**src/rtl/trivium_byte_xor_pkg.sv**
```systemverilog
// Shared definitions for the Trivium byte-XOR stream cipher front end:
// FSM encoding, datapath widths and the keystream bit placement helper.
package trivium_byte_xor_pkg;

    localparam int KEY_BYTE_W = 8;
    localparam int BYTE_CNT_W = 16;
    localparam int FILL_CNT_W = 4;

    typedef enum logic [1:0] {
        ST_INIT = 2'd0,
        ST_FILL = 2'd1,
        ST_KEY  = 2'd2
    } state_t;

    // Key bit position for the idx-th collected keystream bit.
    function automatic logic [2:0] bit_pos(input logic lsb_first, input logic [2:0] idx);
        return lsb_first ? idx : 3'd7 - idx;
    endfunction

endpackage

```
**src/rtl/trivium_byte_xor_packer.sv**
```systemverilog
// Collects eight registered keystream bits into a key byte. The generator output
// lags its enable by one edge, so captures are qualified by a delayed enable.
module keystream_packer
    import trivium_byte_xor_pkg::*;
#(
    parameter int LSB_FIRST = 1
) (
    input  logic                  clk,
    input  logic                  rst,
    input  logic                  clear,
    input  logic                  ks_en,
    input  logic                  ks_ready,
    input  logic                  ks_bit,
    output logic                  issue_full,
    output logic                  fill_done,
    output logic [KEY_BYTE_W-1:0] key
);

    logic [FILL_CNT_W-1:0] issue_cnt_reg;
    logic [FILL_CNT_W-1:0] collect_cnt_reg;
    logic                  cap_d_reg;
    logic [KEY_BYTE_W-1:0] key_reg;
    logic [KEY_BYTE_W-1:0] key_we;
    logic                  store;
    logic [2:0]            pos;

    // Once eight bits are held the byte is frozen until the next clear.
    assign store      = cap_d_reg && !clear && (collect_cnt_reg < FILL_CNT_W'(8));
    assign pos        = bit_pos(LSB_FIRST != 0, collect_cnt_reg[2:0]);
    assign issue_full = (issue_cnt_reg >= FILL_CNT_W'(8));
    assign fill_done  = store && (collect_cnt_reg == FILL_CNT_W'(7));
    assign key        = key_reg;

    generate
        for (genvar gi = 0; gi < KEY_BYTE_W; gi++) begin : g_key_we
            assign key_we[gi] = store && (pos == 3'(gi));
        end
    endgenerate

    always_ff @(posedge clk) begin
        if (rst) begin
            issue_cnt_reg   <= '0;
            collect_cnt_reg <= '0;
            cap_d_reg       <= 1'b0;
            key_reg         <= '0;
        end else begin
            cap_d_reg <= ks_en & ks_ready;
            if (clear) begin
                issue_cnt_reg <= '0;
            end else if (ks_en && ks_ready && !issue_full) begin
                issue_cnt_reg <= issue_cnt_reg + FILL_CNT_W'(1);
            end
            if (clear) begin
                collect_cnt_reg <= '0;
            end else if (store) begin
                collect_cnt_reg <= collect_cnt_reg + FILL_CNT_W'(1);
            end
            key_reg <= (key_reg & ~key_we) | ({KEY_BYTE_W{ks_bit}} & key_we);
        end
    end

endmodule

```
**src/rtl/trivium_byte_xor.sv**
```systemverilog
// Encrypts plaintext bytes by XOR with one fresh Trivium key byte each; the key
// byte is consumed by exactly one plaintext handshake and never reused.
module trivium_byte_xor
    import trivium_byte_xor_pkg::*;
#(
    parameter int LSB_FIRST = 1
) (
    input  logic                  clk,
    input  logic                  rst,
    input  logic                  ks_bit,
    input  logic                  ks_ready,
    output logic                  ks_en,
    input  logic [KEY_BYTE_W-1:0] pt_data,
    input  logic                  pt_valid,
    output logic                  pt_ready,
    output logic [KEY_BYTE_W-1:0] ct_data,
    output logic                  ct_valid,
    input  logic                  ct_ready,
    output logic [BYTE_CNT_W-1:0] byte_cnt
);

    state_t                state_reg, state_next;
    logic [KEY_BYTE_W-1:0] ct_data_reg;
    logic                  ct_valid_reg;
    logic [BYTE_CNT_W-1:0] byte_cnt_reg;
    logic [KEY_BYTE_W-1:0] key;
    logic                  clear;
    logic                  issue_full;
    logic                  fill_done;
    logic                  pt_hs;
    logic                  ct_hs;

    assign pt_ready = !rst && (state_reg == ST_KEY) && (!ct_valid_reg || ct_ready);
    assign pt_hs    = pt_valid && pt_ready;
    assign ct_hs    = ct_valid_reg && ct_ready;
    assign ct_data  = ct_data_reg;
    assign ct_valid = ct_valid_reg;
    assign byte_cnt = byte_cnt_reg;

    keystream_packer #(
        .LSB_FIRST(LSB_FIRST)
    ) u_packer (
        .clk       (clk),
        .rst       (rst),
        .clear     (clear),
        .ks_en     (ks_en),
        .ks_ready  (ks_ready),
        .ks_bit    (ks_bit),
        .issue_full(issue_full),
        .fill_done (fill_done),
        .key       (key)
    );

    always_comb begin
        state_next = state_reg;
        ks_en      = 1'b0;
        clear      = 1'b0;
        case (state_reg)
            ST_INIT: begin
                ks_en = !rst;
                clear = 1'b1;
                if (ks_ready) state_next = ST_FILL;
            end
            ST_FILL: begin
                ks_en = !rst && !issue_full;
                if (!ks_ready) begin
                    state_next = ST_INIT;
                    clear      = 1'b1;
                end else if (fill_done) begin
                    state_next = ST_KEY;
                end
            end
            ST_KEY: begin
                // A handshake still consumes the frozen key even if the generator
                // drops ready on the same edge; FILL then falls back to INIT.
                if (pt_hs) begin
                    state_next = ST_FILL;
                    clear      = 1'b1;
                end else if (!ks_ready) begin
                    state_next = ST_INIT;
                    clear      = 1'b1;
                end
            end
            default: state_next = ST_INIT;
        endcase
    end

    always_ff @(posedge clk) begin
        if (rst) begin
            state_reg    <= ST_INIT;
            ct_data_reg  <= '0;
            ct_valid_reg <= 1'b0;
            byte_cnt_reg <= '0;
        end else begin
            state_reg <= state_next;
            if (pt_hs) begin
                ct_data_reg  <= pt_data ^ key;
                ct_valid_reg <= 1'b1;
            end else if (ct_hs) begin
                ct_valid_reg <= 1'b0;
            end
            if (ct_hs) byte_cnt_reg <= byte_cnt_reg + BYTE_CNT_W'(1);
        end
    end

endmodule

```
**config.mk**
```make
export PLATFORM = sky130hd
export DESIGN_NAME = trivium_byte_xor
export DESIGN_NICKNAME = d
export VERILOG_FILES = /design/src/rtl/trivium_byte_xor_pkg.sv /design/src/rtl/trivium_byte_xor_packer.sv /design/src/rtl/trivium_byte_xor.sv
export SDC_FILE = /design/constraint.sdc
export NUM_CORES = 1
export LEC_CHECK = 0
export ABC_AREA = 1
export BUFFER_PORTS_ARGS = -buffer_cell sky130_fd_sc_hd__buf_2
export CAP_MARGIN = 15
export CORE_ASPECT_RATIO = 1.4
export CORE_MARGIN = 2
export CORE_UTILIZATION = 50
export CTS_BUF_LIST = sky130_fd_sc_hd__clkbuf_16
export DETAILED_ROUTE_END_ITERATION = 8
export GPL_TIMING_DRIVEN = 1
export PLACE_DENSITY = 0.73
export SYNTH_ARGS = -nofsm -noshare
export SYNTH_HDL_FRONTEND = slang
export SYNTH_SLANG_ARGS = --single-unit
```
**constraint.sdc**
```tcl
create_clock -name clk -period 1.7 [get_ports clk]
set_clock_uncertainty 0.2 [all_clocks]
set_input_delay 0.085 -clock clk [delete_from_list [all_inputs] [get_ports clk]]
set_output_delay 0.085 -clock clk [all_outputs]
set_load 0.02 [all_outputs]
```
==> key figures <==
Detailed routing
  – Wire length per cell: about 13 um
  – First-pass detailed-route iteration total: 4
  – DRC violations left: 0
  – Number of DRC violations after detailed-routing iteration 0: 155
  – Routed vias/inst: 5.12
  – Total via count after detailed routing: 2266
  – Antenna violation net count after detailed routing: 0
  – Detailed Route WL: roughly 5.6 mm

Worst setup path
  – Most numerous cell on the critical path: sky130_fd_sc_hd__nand2_1
  – Library cell contributing the largest single delay on the critical path: sky130_fd_sc_hd__dfxtp_4
  – Type of destination of the critical path: flip-flop
  – Delay of the slowest critical-path stage: ~370 ps
  – Startpoint-to-endpoint class of the critical path: reg2reg
  – Buffering stage count on the worst path with inverters included: 1
  – Required arrival time at the worst endpoint: 1680 ps
  – Chain of cells forming the critical path: ha_4 > inv_4 > nor3_4 > nand3_2 > nor4_4 > nand2_1 > nand2_1 > nor2_1
  – Kind of start point of the critical path: flip-flop
  – Top cell family by delay on the critical path: simple AND/OR/NAND/NOR gates
  – WP data arrival: 1650 ps
  – Maximum fanout along the worst path: 4

Global route
  – Global-route wire length before repair: between 8 and 9 mm
  – Number of antenna violations at the first check in global routing: 0
  – Overall track demand over capacity in global routing: 22.2%
  – Total congestion overflow: 0
  – Pin count of the biggest net entering global routing: 19
  – Via count of the first global-routing pass: 2036

Floorplan
  – Height of the die: 84.2 um
  – Total I/O pin count: 41
  – Row cnt: 29
  – Initial Utilization: between 50% and 60%
  – Total core area: approximately 0.0045 mm2
  – Die width: between 60 and 70 um
  – Area of the die: 0.00515 mm2

Power
  – Power density relative to cell area: about 700 mW/mm2
  – P_leak: between 0.001 and 0.0015 uW
  – VDD IR-drop max: between 0.6 and 0.7 mV

Layout
  – Proportion of layout cells with a drive suffix above 1: 26.8%
  – Top library cells by usage in the layout, fill and taps aside: sky130_fd_sc_hd__nand2_1, sky130_fd_sc_hd__dfxtp_1, sky130_fd_sc_hd__buf_2
  – Most common library cell in the layout ignoring fill and taps: sky130_fd_sc_hd__nand2_1
  – Layout area overhead: 31.6%
  – Post-layout util: between 60% and 70%
  – Area occupied by multi-input gates: between 0.001 and 0.0015 mm2
  – Fillers: 381
  – Antenna diode count: 0
  – Area taken by flip-flops and latches: approximately 890 um2
  – Post-layout net count: 403

Synthesis
  – Post-synthesis compound-gate area fraction: between 10% and 20%
  – Largest family of logic cells by synthesized area: simple AND/OR/NAND/NOR gates
  – Count of cell types in the netlist: 31
  – EDFF count, synth: 0
  – Synth warnings: 0
  – Net count of the mapped netlist: ~340
  – Portion of netlist area occupied by mux cells: 0%
  – Adder-cell share of the synthesized area: 4.91%
  – Portion of the post-synthesis area used by sequential elements: about two fifths
  – Seq cells post-synth: 44
  – Netlist area before placement: 0.00229 mm2
  – Simple logic cell fraction of the synthesized area: 29.5%
  – Count of mapped cells out of synthesis: 312
  – Synthesized area divided by synthesized cell count: 7.35 um2
  – Fraction of synthesis flops using an asynchronous set or reset pin: 0%
  – Xor and xnor area share after synthesis: 4.96%
  – Top_reg_cell synth: sky130_fd_sc_hd__dfxtp_1

Timing
  – Max-slew headroom: 74.7%
  – Worst Max-Slew Pin Slew: 377 ps
  – Setup-failing EPs final: 0
  – Hold Violations, Final: 0
  – Maximum clock frequency: 599 MHz
  – Unrepaired setup endpoints after global routing: true
  – Setup TNS after final layout: 0 ps
  – Fin. max-slew vios: 0
  – Portion of the clock cycle consumed by the worst path in the final layout: 98.2%
  – Final Hold Slack: 7.95 ps
  – Clock period minus worst slack: 1670 ps

Clock tree
  – Max H-tree Level: 2
  – Reg clk slew, reported paths: 60 ps
  – Number of clock buffers inserted by TritonCTS: 5
  – Clock network latency to the later pin of the worst-skew pair: about 280 ps
  – CTS tree: built
  – Sink Count: 44
  – Number of buffers between clock root and the deepest sink: 2
  – Cell at the root of the clock tree: sky130_fd_sc_hd__clkbuf_16

Job
  – Maximum Capacitance Violations: 0

Placed design
  – Routability-driven placement congestion ratio: 0.840
  – Count of buffers from port buffering: 40
  – Sum of net half-perimeters after detailed placement: 3.91 mm

Run status
  – Outcome: complete, no violations

Min path
  – Hold Crit Class: in2reg
worst paths after layout:
check / startpoint / to / slack, ps / cells past startpoint
worst max-delay path: byte_cnt[1] / byte_cnt[8] / 30 / 8
worst min-delay path: pt_data[7] / ct_data[7] / 8 / 5
worst max register to register: byte_cnt[1] / byte_cnt[8] / 30 / 8
worst min register to register: flip-flop / flip-flop / 280 / 2
cell type report:
cell class              count  share of cell area [%]
clock inverters             3                   0.456
flip-flops and latches     44                    29.5
clock buffers               5                    4.14
well taps                  62                    2.57
repair buffers             67                    14.4
multi-input cells         213                    42.4
inverters                  49                    6.46
cell families after synthesis:
| group | count (synthesis) |
|---|---|
| AOI/OAI and AO/OA | 53 |
| xor gates and xnor gates | 13 |
| adders and majority gates | 9 |
| buffers and inverters | 57 |
| DFF | 44 |
| and+or+nand+nor | 136 |
cells in the mapped netlist (all sizes together), types with 2 or more instances:
| master | n | area (um2) |
|---|---|---|
| dfxtp | 44 | 881 |
| xnor2 | 10 | 87.6 |
| xor2 | 3 | 26.3 |
| o21ai | 22 | 121 |
| inv | 48 | 183 |
| a21oi | 28 | 140 |
| clkbuf | 3 | 11.3 |
| nor3 | 7 | 45.0 |
| nand4 | 13 | 87.6 |
| nor2 | 30 | 120 |
| buf | 5 | 27.5 |
| o21bai | 2 | 15.0 |
| nand3 | 24 | 168 |
| ha | 9 | 113 |
| nand2 | 59 | 229 |
what timing repair did:
action | CTS | global route
hold endpoints to repair | 15 | 0
endpoints found under the setup margin | 0 | 27
buffers inserted | 0 | 4
hold buffers | 12 | 0
gates resized for setup | 0 | 25
metal layers:
layer | GRT usage (%) | wire length [um] | up-vias
li1 | - | - | 1161
met1 | 22.4 | 2100 | 1026
met2 | 40.0 | 3070 | 60
met3 | 5.39 | 206 | 19
met4 | 11.1 | 240 | 0
met5 | 0 | 0 | -
report_power, final:
group          switching, uW  total [uW]  internal (uW)
clock network            380         914            533
registers               4.92        1040           1030
logic                   90.7         157           66.5
metrics by stage:
step | total power (uW) | worst slack [ps] | cell area [um2] | cells
detailed placement | 1180 | 59.1 | 2620 | 417
CTS | 2120 | 22.4 | 2880 | 437
global route | 2190 | -99.5 | 3020 | 443
floorplan | 1140 | 44.1 | 2300 | 312
finish | 2110 | 29.9 | 3020 | 443
global placement | 1180 | 110 | 2620 | 417
worst min-delay path: cells and delay by family:
kind | cells | cell delay [ps]
AO/OA/AOI/OAI | 2 | 130
buffers and inverters | 2 | 120
XOR/XNOR | 1 | 110
(Power assumes the default switching activity.)
